==> src/rtl/bitty_fetch_if.sv <==
// Instruction-memory and core handshake bundle for the bitty fetch unit.
// master = fetch unit; slave = memory plus core side.
interface bitty_fetch_if #(
  parameter int ADDR_WIDTH = 8
);
  logic [ADDR_WIDTH-1:0] mem_addr;
  logic                  mem_en;
  logic [15:0]           mem_data;
  logic [15:0]           instruction;
  logic                  run;
  logic                  done;

  modport master (
    output mem_addr, mem_en, instruction, run,
    input  mem_data, done
  );

  modport slave (
    input  mem_addr, mem_en, instruction, run,
    output mem_data, done
  );
endinterface

==> src/rtl/bitty_fetch_unit.sv <==
// Instruction sequencer for the bitty core: fetches from synchronous memory,
// issues each instruction with a run pulse and waits for done under a watchdog.
module bitty_fetch_unit #(
  parameter int ADDR_WIDTH = 8,
  parameter int PROG_LEN   = 16,
  parameter int LOOP       = 0,
  parameter int TIMEOUT    = 64
) (
  input  logic                  clk,
  input  logic                  reset,
  input  logic                  start,
  bitty_fetch_if.master         bus,
  output logic [ADDR_WIDTH-1:0] pc,
  output logic                  busy,
  output logic                  halted,
  output logic                  error,
  output logic [15:0]           retired
);

  typedef enum logic [2:0] {
    S_IDLE,
    S_FETCH,
    S_WAIT_MEM,
    S_ISSUE,
    S_EXEC,
    S_HALTED,
    S_ERROR
  } state_t;

  localparam logic [ADDR_WIDTH-1:0] LAST_PC = ADDR_WIDTH'(PROG_LEN - 1);
  localparam logic [ADDR_WIDTH-1:0] PC_ONE  = ADDR_WIDTH'(1);
  localparam logic [15:0]           WD_LAST = 16'(TIMEOUT - 1);

  state_t                state_q, state_d;
  logic [ADDR_WIDTH-1:0] pc_q, pc_d;
  logic [ADDR_WIDTH-1:0] mem_addr_q, mem_addr_d;
  logic [15:0]           instr_q, instr_d;
  logic [15:0]           retired_q, retired_d;
  logic [15:0]           wd_q, wd_d;

  always_ff @(posedge clk) begin
    if (reset) begin
      state_q    <= S_IDLE;
      pc_q       <= '0;
      mem_addr_q <= '0;
      instr_q    <= '0;
      retired_q  <= '0;
      wd_q       <= '0;
    end else begin
      state_q    <= state_d;
      pc_q       <= pc_d;
      mem_addr_q <= mem_addr_d;
      instr_q    <= instr_d;
      retired_q  <= retired_d;
      wd_q       <= wd_d;
    end
  end

  always_comb begin
    state_d    = state_q;
    pc_d       = pc_q;
    mem_addr_d = mem_addr_q;
    instr_d    = instr_q;
    retired_d  = retired_q;
    wd_d       = wd_q;

    unique case (state_q)
      S_IDLE, S_HALTED, S_ERROR: begin
        if (start) begin
          state_d   = S_FETCH;
          pc_d      = '0;
          retired_d = '0;
        end
      end
      S_FETCH:    state_d = S_WAIT_MEM;
      S_WAIT_MEM: begin
        instr_d = bus.mem_data;
        state_d = S_ISSUE;
      end
      S_ISSUE: begin
        wd_d    = '0;
        state_d = S_EXEC;
      end
      S_EXEC: begin
        // done is checked before expiry so a completion on the last allowed cycle still retires
        if (bus.done) begin
          if (retired_q != '1) retired_d = retired_q + 16'd1;
          if (pc_q == LAST_PC) begin
            if (LOOP != 0) begin
              pc_d    = '0;
              state_d = S_FETCH;
            end else begin
              state_d = S_HALTED;
            end
          end else begin
            pc_d    = pc_q + PC_ONE;
            state_d = S_FETCH;
          end
        end else if (wd_q == WD_LAST) begin
          state_d = S_ERROR;
        end else begin
          wd_d = wd_q + 16'd1;
        end
      end
      default: state_d = S_IDLE;
    endcase

    // Address is registered on entry to FETCH so it holds between fetches.
    if (state_d == S_FETCH) mem_addr_d = pc_d;
  end

  assign bus.mem_addr    = mem_addr_q;
  assign bus.mem_en      = (state_q == S_FETCH);
  assign bus.instruction = instr_q;
  assign bus.run         = (state_q == S_ISSUE);

  assign pc      = pc_q;
  assign retired = retired_q;
  assign busy    = (state_q == S_FETCH) || (state_q == S_WAIT_MEM) ||
                   (state_q == S_ISSUE) || (state_q == S_EXEC);
  assign halted  = (state_q == S_HALTED);
  assign error   = (state_q == S_ERROR);

endmodule
==> src/flat_wrapper.sv <==
// flat-port wrapper written by rule: the top's interface ports become plain ports
module bitty_fetch_unit_flat 
#(
  parameter int ADDR_WIDTH = 8,
  parameter int PROG_LEN   = 16,
  parameter int LOOP       = 0,
  parameter int TIMEOUT    = 64
)
  (clk, reset, start, pc, busy, halted, error, retired, bus_mem_addr, bus_mem_en, bus_instruction, bus_run, bus_mem_data, bus_done);
  bitty_fetch_if #(.ADDR_WIDTH(ADDR_WIDTH)) bus_i ();
  input  logic clk;
  input  logic reset;
  input  logic start;
  output logic [ADDR_WIDTH-1:0] pc;
  output logic busy;
  output logic halted;
  output logic error;
  output logic [15:0] retired;
  output wire logic [$bits(bus_i.mem_addr)-1:0] bus_mem_addr;
  output wire logic [$bits(bus_i.mem_en)-1:0] bus_mem_en;
  output wire logic [$bits(bus_i.instruction)-1:0] bus_instruction;
  output wire logic [$bits(bus_i.run)-1:0] bus_run;
  input wire logic [$bits(bus_i.mem_data)-1:0] bus_mem_data;
  input wire logic [$bits(bus_i.done)-1:0] bus_done;
  assign bus_mem_addr = bus_i.mem_addr;
  assign bus_mem_en = bus_i.mem_en;
  assign bus_instruction = bus_i.instruction;
  assign bus_run = bus_i.run;
  assign bus_i.mem_data = bus_mem_data;
  assign bus_i.done = bus_done;
  bitty_fetch_unit #(.ADDR_WIDTH(ADDR_WIDTH), .PROG_LEN(PROG_LEN), .LOOP(LOOP), .TIMEOUT(TIMEOUT)) u_core (.clk(clk), .reset(reset), .start(start), .bus(bus_i), .pc(pc), .busy(busy), .halted(halted), .error(error), .retired(retired));
endmodule
==> config.mk <==
export PLATFORM = sky130hd
export DESIGN_NAME = bitty_fetch_unit_flat
export DESIGN_NICKNAME = d
export VERILOG_FILES = /design/src/rtl/bitty_fetch_if.sv /design/src/rtl/bitty_fetch_unit.sv /design/src/flat_wrapper.sv
export SDC_FILE = /design/constraint.sdc
export NUM_CORES = 1
export LEC_CHECK = 0
export ABC_AREA = 0
export CAP_MARGIN = 20
export CORE_ASPECT_RATIO = 1.2
export CORE_MARGIN = 10
export CORE_UTILIZATION = 32
export CTS_BUF_LIST = sky130_fd_sc_hd__clkbuf_8
export DETAILED_ROUTE_END_ITERATION = 6
export GPL_TIMING_DRIVEN = 0
export PLACE_DENSITY = 0.65
export SYNTH_ARGS = -nofsm -noshare
export SYNTH_HDL_FRONTEND = slang
export SYNTH_SLANG_ARGS = --single-unit
==> constraint.sdc <==
create_clock -name clk -period 4.9 [get_ports clk]
set_clock_uncertainty 0.05 [all_clocks]
set_input_delay 0.49 -clock clk [delete_from_list [all_inputs] [get_ports clk]]
set_output_delay 0.49 -clock clk [all_outputs]
set_load 0.05 [all_outputs]
==> results.tsv, run 1 <==
metric	value	unit
status	finished clean	
Clock Latency Late Sink	0.34	ns
DR top layer	met4	
Max Cap Viol	0	
post-place setup slack	2.43	ns
CP Class	reg2out	
Setup TNS	0	ns
crit path DAT	2.21	ns
syn_area_per_cell	8.53	um2
Routed Antenna Nets	0	
HPWL after detailed placement	7120	um
vias in the first global route	3236	
DR WL/cell	15.3	um
Post-synth top cells	67 x dfxtp_1, 60 x nand2_1, 47 x nor2_1	
post-synth top area share	39.1	%
Post-synth EDFFs	0	
final count of pins violating max slew	0	
crit start category	register	
maximum clock rate	364	MHz
Die X	114	um
smallest hold slack	0.406	ns
antenna violations before repair	0	
Num Clock Sinks	67	
PwrDens	255	nW/um2
top-count cell post-synth	dfxtp_1	
largest area contributor in the netlist	dfxtp_1	
setup slack, reg-to-reg	2.81	ns
min Tclk post-route	2.75	ns
H-Tree Depth	3	
core area	10500	um2
# rows	41	
met2 wire length	4450	um
met1 WL	3980	um
first-pass GRT wire length	15800	um
fill cell count	1042	
Routed Wire Length	9480	um
Tot GR Track Use	12.4	%
Worst Max-Slew Pin Slew	0.656	ns
Netlist cell types	64	
Inserted Diodes	0	
fraction of registers with async set/reset	0	%
fin crit share	56.1	%
CTS tree	yes	
area grow syn2layout	29.9	%
placed insts	602	
Worst setup EP type	output port	
WHS Path Cells	2	
Worst Hold Class	reg2reg	
Synth Warn #	0	
Max VDD drop	0.128	mV
number of setup violations in the final report	0	
IO Count	73	
top_reg_cell synth	dfxtp_1	
worst relative slew slack	55.9	%
starting density of the core	32.6	%
CTS root buffer	clkbuf_8	
layout cells sized above 1	11.0	%
worst setup margin	2.15	ns
final hold vios	0	
initial DRC count	185	
Cells after Synth	402	
R2R cell count	6	
via/cell ratio	5.21	
PortBufs	71	
CTS Hold Buffers Added	0	
Synth Register Bits	67	
Final GP Congestion	0.841	
CP Max Fanout	10	
CTS resizes	0	
top cells by area, synth	dfxtp_1 39%, nand2_1 6.6%, nor2_1 5.1%	
fin util	42.4	%
clk buf depth	2	
clock slew at reported path FFs	0.07	ns
CTS buffer count	9	
Worst EP required	4.36	ns
Final #Nets	507	
DR vias	3217	
Post-CTS Setup Inserts	0	
Die ar.	15300	um2
Die H	133	um
drt pass-1 iters	4	
GR Overflow Total	0	
RSZ-0062 raised after global routing	false	
detailed-route DRC error count	0	
P_leak	1.51	nW
Post-Layout Cell Count	618	
register area share after synthesis	39.1	%
Mapped Nets	425	
pin count of the biggest net entering global routing	11	
metal3 WL	903	um
Post-Syn Area	3430	um2
==> power by group <==
part / internal [W] / switching [W] / leakage (nW) / total (W)
logic: 0.0000663 / 0.000125 / 0.872 / 0.000192
registers: 0.000556 / 0.00000797 / 0.541 / 0.000564
clock network: 0.000174 / 0.000204 / 0.0977 / 0.000378
total: 0.000796 / 0.000338 / 1.51 / 0.00113
==> through the flow <==
| stage | cell area [um2] | power, W |
|---|---|---|
| floorplan | 3430 | 0.000702 |
| global placement | 4300 | 0.000767 |
| detailed placement | 4300 | 0.000769 |
| CTS | 4450 | 0.00114 |
| global route | 4450 | 0.00118 |
| finish | 4450 | 0.00113 |
==> worst max-delay path, stage by stage (launching register included) <==
cell and delay (ns):
dfxtp_1 0.42, buf_2 0.25, inv_1 0.15, xnor2_1 0.21, clkdlybuf4s50_1 0.84
==> sequential cells by signal, indices dropped and copies added (netlist names) <==
register                cells
u_core.state_q              3
u_core.pc                   8
u_core.retired             16
u_core.bus.instruction     16
u_core.bus.mem_addr         8
u_core.wd_q                16
==> cells in the final DEF (no fill, tap or decap), types with 2 or more instances in the layout <==
cell	n
o22ai_1	2
nand3b_1	2
nand2b_1	2
inv_1	11
a2111oi_2	8
a21oi_1	34
buf_6	2
buf_2	8
a31oi_1	2
or2_1	2
clkdlybuf4s50_1	71
xnor2_1	17
ha_1	3
a211oi_1	4
clkinv_2	3
and4_1	3
nand2_1	60
a21o_1	6
nor4_2	2
nor3_1	11
nor2_1	47
dfxtp_1	67
or3_1	2
inv_2	2
and3_1	5
nand4_1	11
o21ai_2	2
o21ai_0	6
nand3_1	23
xor2_1	15
clkbuf_1	9
a22oi_1	3
nor4_1	2
clkbuf_8	9
==> logic make-up (layout without fill, tap and decap cells) <==
kind of cell | Yosys count | count (layout) | synth area share [%]
fa+ha+maj | 3 | 3 | 1.10
xor+xnor | 32 | 32 | 8.18
compound gates | 83 | 83 | 19.7
mux | 1 | 1 | 0.292
buf+inv | 29 | 116 | 4.01
flops | 67 | 67 | 39.1
simple gates | 187 | 187 | 27.6
==> final cells by class <==
cell class | instances | area, um2 | share of cell area (%)
repair buffers | 71 | 711 | 16.0
plain buffers | 20 | 104 | 2.33
flip-flops and latches | 67 | 1340 | 30.1
clock buffers | 9 | 124 | 2.78
inverters | 9 | 33.8 | 0.758
clock inverters | 7 | 30.0 | 0.674
well taps | 129 | 161 | 3.62
multi-input cells | 306 | 1950 | 43.8
==> worst paths after layout <==
path | start | endpoint
setup / recovery | u_core.state_q[2] | busy
hold / removal | u_core.bus.instruction[7] | u_core.bus.instruction[7]
setup reg to reg | u_core.retired[0] | u_core.retired[3]
hold reg to reg | u_core.bus.instruction[7] | u_core.bus.instruction[7]
==> layer usage <==
layer	track usage (%)	vias up
li1	-	1599
met1	13.8	1520
met2	20.1	83
met3	5.93	15
met4	4.18	0
met5	0	-
(Power assumes the default switching activity.)
==> run 2: changes to the inputs <==
==> constraint.sdc (replaced) <==
create_clock -name clk -period 2.6 [get_ports clk]
set_clock_uncertainty 0.05 [all_clocks]
set_input_delay 0.26 -clock clk [delete_from_list [all_inputs] [get_ports clk]]
set_output_delay 0.26 -clock clk [all_outputs]
set_load 0.05 [all_outputs]
==> run 2 against run 1 <==
  * Combinational power is 88% higher
  * Clock power rose by 88%
  * Sequential cell count unchanged
  * Critical endpoint is now bus_mem_en
  * Largest cell class unchanged
==> results.tsv, run 2 (synthesis results as in run 1) <==
metric	value	unit
detailed-route DRC error count	0	
Final GP Congestion	0.841	
Reg area	1340	um2
drt pass-1 iters	4	
P_leak	1.56	nW
Worst Max-Slew Pin Slew	0.654	ns
Final #Nets	507	
status	finished clean	
Die H	133	um
Max VDD drop	0.241	mV
Die ar.	15300	um2
final count of pins violating max slew	0	
most common cell after layout, fill and taps aside	clkdlybuf4s50_1	
commonest non-fill, non-tap cells in the layout	68 x clkdlybuf4s50_1, 67 x dfxtp_1, 60 x nand2_1	
via/cell ratio	5.21	
worst relative slew slack	56.1	%
crit start category	register	
Clock Latency Late Sink	0.34	ns
Post-Layout Cell Count	618	
starting density of the core	32.6	%
# rows	41	
PwrDens	479	nW/um2
Worst setup EP type	output port	
Worst Hold Class	in2reg	
number of setup violations in the final report	0	
Tot GR Track Use	12.4	%
Routed Wire Length	9470	um
Max Cap Viol	0	
vias in the first global route	3236	
core area	10500	um2
Routed Antenna Nets	0	
initial DRC count	184	
Worst EP required	2.29	ns
DR vias	3221	
clock slew at reported path FFs	0.07	ns
GR Overflow Total	0	
Multi-input gate area	1950	um2
CP Class	reg2out	
first-pass GRT wire length	15800	um
Die X	114	um
CP Max Fanout	10	
maximum clock rate	411	MHz
Setup TNS	0	ns
RSZ-0062 raised after global routing	false	
CTS buffer count	9	
fin crit share	93.6	%
Inserted Diodes	0	
min Tclk post-route	2.43	ns
clk buf depth	2	
CTS tree	yes	
Overall Power	0.00214	W
fill cell count	1041	
final hold vios	0	
antenna violations before repair	0	
DR WL/cell	15.3	um
Num Clock Sinks	67	
IO Count	73	
area grow syn2layout	30.1	%
placed insts	602	
PortBufs	71	
crit path DAT	2.12	ns
CTS root buffer	clkbuf_8	
pin count of the biggest net entering global routing	11	
layout cells sized above 1	11.0	%
H-Tree Depth	3	
HPWL after detailed placement	7120	um
==> run 2: changes by cell type in the layout (fill, tap and decap cells not counted) <==
| cell | change |
|---|---|
| clkdlybuf4s50_1 | -3 |
| dlymetal6s2s_1 | +3 |
==> run 2: cell type report <==
type                       count  share of cell area (%)
multi-input combinational    306                    43.7
sequential                    67                    30.1
clock buffer                   9                    2.78
inverter                       9                   0.757
clock inverter                 7                   0.673
timing repair buffer          71                    16.1
tap                          129                    3.62
buffer                        20                    2.33
==> run 2: stage by stage <==
step / setup slack (ns) / hold slack, ns / area (um2) / utilization [%]
4_1_cts: 0.0524 / 0.335 / 4450 / 42.4
6_report: 0.166 / 0.339 / 4460 / 42.4
5_1_grt: 0.0449 / 0.386 / 4460 / 42.4
2_1_floorplan: 0.385 / 0.346 / 3430 / -
3_3_place_gp: 0.390 / 0.391 / 4300 / 40.9
3_5_place_dp: 0.356 / 0.399 / 4300 / 40.9
==> run 2: path summary, 6_finish.rpt <==
kind	slack (ns)	end	cells past startpoint	startpoint
max reg2reg	0.51	u_core.retired[3]	6	u_core.retired[0]
min	0.34	u_core.wd_q[4]	5	bus_done
max	0.17	bus_mem_en	4	u_core.state_q[0]
min reg2reg	0.41	u_core.bus.instruction[7]	2	u_core.bus.instruction[7]
==> run 2: critical path, stage by stage, from the launching register on <==
cell             delay, ns
dfxtp_1               0.39
buf_2                 0.24
inv_2                 0.09
nor3_1                0.19
clkdlybuf4s50_1       0.87
==> run 2: report_power, final <==
group	switching [W]	internal (W)	leakage [nW]
Sequential	0.0000149	0.00105	0.541
Clock	0.000385	0.000327	0.0977
Combinational	0.000236	0.000125	0.921
==> run 2: layer usage <==
metal / wire length (um) / GRT usage (%) / up-vias
li1: - / - / 1606
met1: 4000 / 13.8 / 1519
met2: 4410 / 20.1 / 81
met3: 912 / 5.93 / 15
met4: 142 / 4.18 / 0
met5: 0 / 0 / -
==> run 2: repair_timing <==
item / 4_1_cts / 5_1_grt
endpoints found under the setup margin: 0 / 3
buffers inserted: 0 / 0
hold buffers: 0 / 0
gates resized for setup: 0 / 3
==> run 3: changes to the inputs <==
--- a/config.mk
+++ b/config.mk
@@ -12,7 +12,6 @@
 export CORE_UTILIZATION = 32
 export CTS_BUF_LIST = sky130_fd_sc_hd__clkbuf_8
 export DETAILED_ROUTE_END_ITERATION = 6
-export GPL_TIMING_DRIVEN = 0
 export PLACE_DENSITY = 0.65
 export SYNTH_ARGS = -nofsm -noshare
 export SYNTH_HDL_FRONTEND = slang
==> run 3 against run 2 <==
  * Final area shrank 1.0%
  * Cell count shrank 2.4%
  * Worst setup slack gained 0.045 ns
  * Sequential power is essentially flat
  * Sequential share of layout area grew 0.31 points
  * Via count shrank 2.9%
  * Routed wire length shrank 3.6%
  * Critical path type unchanged
  * Highest routed layer unchanged
==> results.tsv, run 3 (synthesis results as in run 1) <==
metric	value	unit
status	finished clean	
PortBufs	72	
HPWL after detailed placement	6630	um
P_sw	0.000622	W
number of setup violations in the final report	0	
hold wc startpoint	u_core.bus.instruction[10]	
Seq pwr share	49.2	%
Die ar.	15300	um2
Hold Path End	u_core.bus.instruction[10]	
crit path DAT	2.08	ns
Final #Nets	494	
initial DRC count	189	
Post-CTS Setup Inserts	0	
critical-path cell list	and3b_1 > clkdlybuf4s50_1	
Largest stage delay, worst path	0.82	ns
P_leak	1.48	nW
FF-to-FF Start	u_core.retired[0]	
detailed-route DRC error count	0	
min Tclk post-route	2.39	ns
# rows	41	
Final GP Congestion	0.833	
WHS Path Cells	2	
CTS tree	yes	
via/cell ratio	5.19	
CTS resizes	0	
Die H	133	um
PwrDens	492	nW/um2
Worst EP required	2.29	ns
commonest non-fill, non-tap cells in the layout	69 x clkdlybuf4s50_1, 67 x dfxtp_1, 60 x nand2_1	
vias in the first global route	3090	
Die X	114	um
layout cells sized above 1	11.4	%
H-Tree Depth	3	
clk buf depth	2	
clock slew at reported path FFs	0.07	ns
Clock Latency Late Sink	0.34	ns
GR Overflow Total	0	
CP Class	reg2out	
most common cell after layout, fill and taps aside	clkdlybuf4s50_1	
RSZ-0062 raised after global routing	false	
IO Count	73	
first-pass GRT wire length	14900	um
DR WL/cell	15.1	um
Layout Cell Area excl Fill	4420	um2
Worst Max-Slew Pin Slew	0.617	ns
Max VDD drop	0.280	mV
worst relative slew slack	58.6	%
Routed Antenna Nets	0	
R2R cell count	6	
starting density of the core	32.6	%
Placed Area	4250	um2
CP Max Fanout	15	
Inserted Diodes	0	
Worst Hold Class	reg2reg	
core area	10500	um2
final count of pins violating max slew	0	
Post-Layout Cell Count	603	
Clock power frac	35.0	%
Int Power	0.00155	W
reg-to-reg critical path endpoint	u_core.retired[3]	
DR vias	3127	
final hold vios	0	
Tot GR Track Use	11.8	%
Setup TNS	0	ns
crit start category	register	
switching share of power	28.7	%
CTS root buffer	clkbuf_8	
Max Cap Viol	0	
setup slack, reg-to-reg	0.48	ns
area grow syn2layout	28.8	%
pin count of the biggest net entering global routing	40	
fin crit share	91.9	%
maximum clock rate	419	MHz
smallest hold slack	0.403	ns
Num Clock Sinks	67	
CTS buffer count	9	
Slowest cell on crit path	clkdlybuf4s50_1	
CTS Hold Buffers Added	0	
Routed Wire Length	9120	um
antenna violations before repair	0	
placed insts	589	
combinational share of power	15.8	%
drt pass-1 iters	5	
Worst setup EP type	output port	
[run 3: cell count changes in the layout (fill, tap and decap cells not counted)]
| cell | change |
|---|---|
| buf_2 | -8 |
| buf_4 | +8 |
| buf_6 | -2 |
| clkbuf_1 | -9 |
| clkbuf_8 | +2 |
| clkdlybuf4s50_1 | +1 |
| dlymetal6s2s_1 | -3 |
| inv_1 | -4 |
| nor3b_2 | -1 |
| nor3b_4 | +1 |
[run 3: worst max path at each step]
stage	cells after the start	endpoint	from
2_1_floorplan	6	u_core.retired[3]	u_core.retired[0]
3_3_place_gp	6	u_core.retired[5]	bus_done
3_5_place_dp	6	u_core.wd_q[12]	bus_done
4_1_cts	2	halted	u_core.state_q[2]
5_1_grt	2	halted	u_core.state_q[2]
6_report	2	halted	u_core.state_q[2]
[run 3: metrics by stage]
step                      setup WS, ns  utilization [%]  total power, W
after floorplan                  0.385                -         0.00132
after global placement           0.268             40.4         0.00143
after detailed placement         0.182             40.4         0.00144
after CTS                        0.197             42.0         0.00220
after global routing            0.0867             42.0         0.00226
final                            0.211             42.0         0.00217
[run 3: cell type report]
cell class	count	area (um2)
fillers	1036	6100
repair buffers	78	758
well taps	129	161
clock inverters	3	15.0
inverters	9	33.8
flip-flops and latches	67	1340
multi-input cells	306	1960
clock buffers	11	151
[run 3: metal layers]
metal  vias up  wire length (um)  track usage (%)
met2        86              4270             18.6
met3        11               937             6.11
met4         0               151             5.02
met5         -                 0                0
met1      1461              3760             12.9
li1       1569                 -                -
[run 3: worst max-delay path: cells and delay by family, from the launching register on]
| family | cells | cell delay (ns) |
|---|---|---|
| buf+inv | 1 | 0.82 |
| flops | 1 | 0.64 |
| simple gates | 1 | 0.27 |
[run 3: power groups by stage]
stage | clock network, W | logic, W | registers [W]
after floorplan | 0 | 0.000173 | 0.00115
after global placement | 0 | 0.000343 | 0.00109
after detailed placement | 0 | 0.000344 | 0.00109
after CTS | 0.000789 | 0.000346 | 0.00107
after global routing | 0.000821 | 0.000370 | 0.00107
final | 0.000761 | 0.000342 | 0.00107
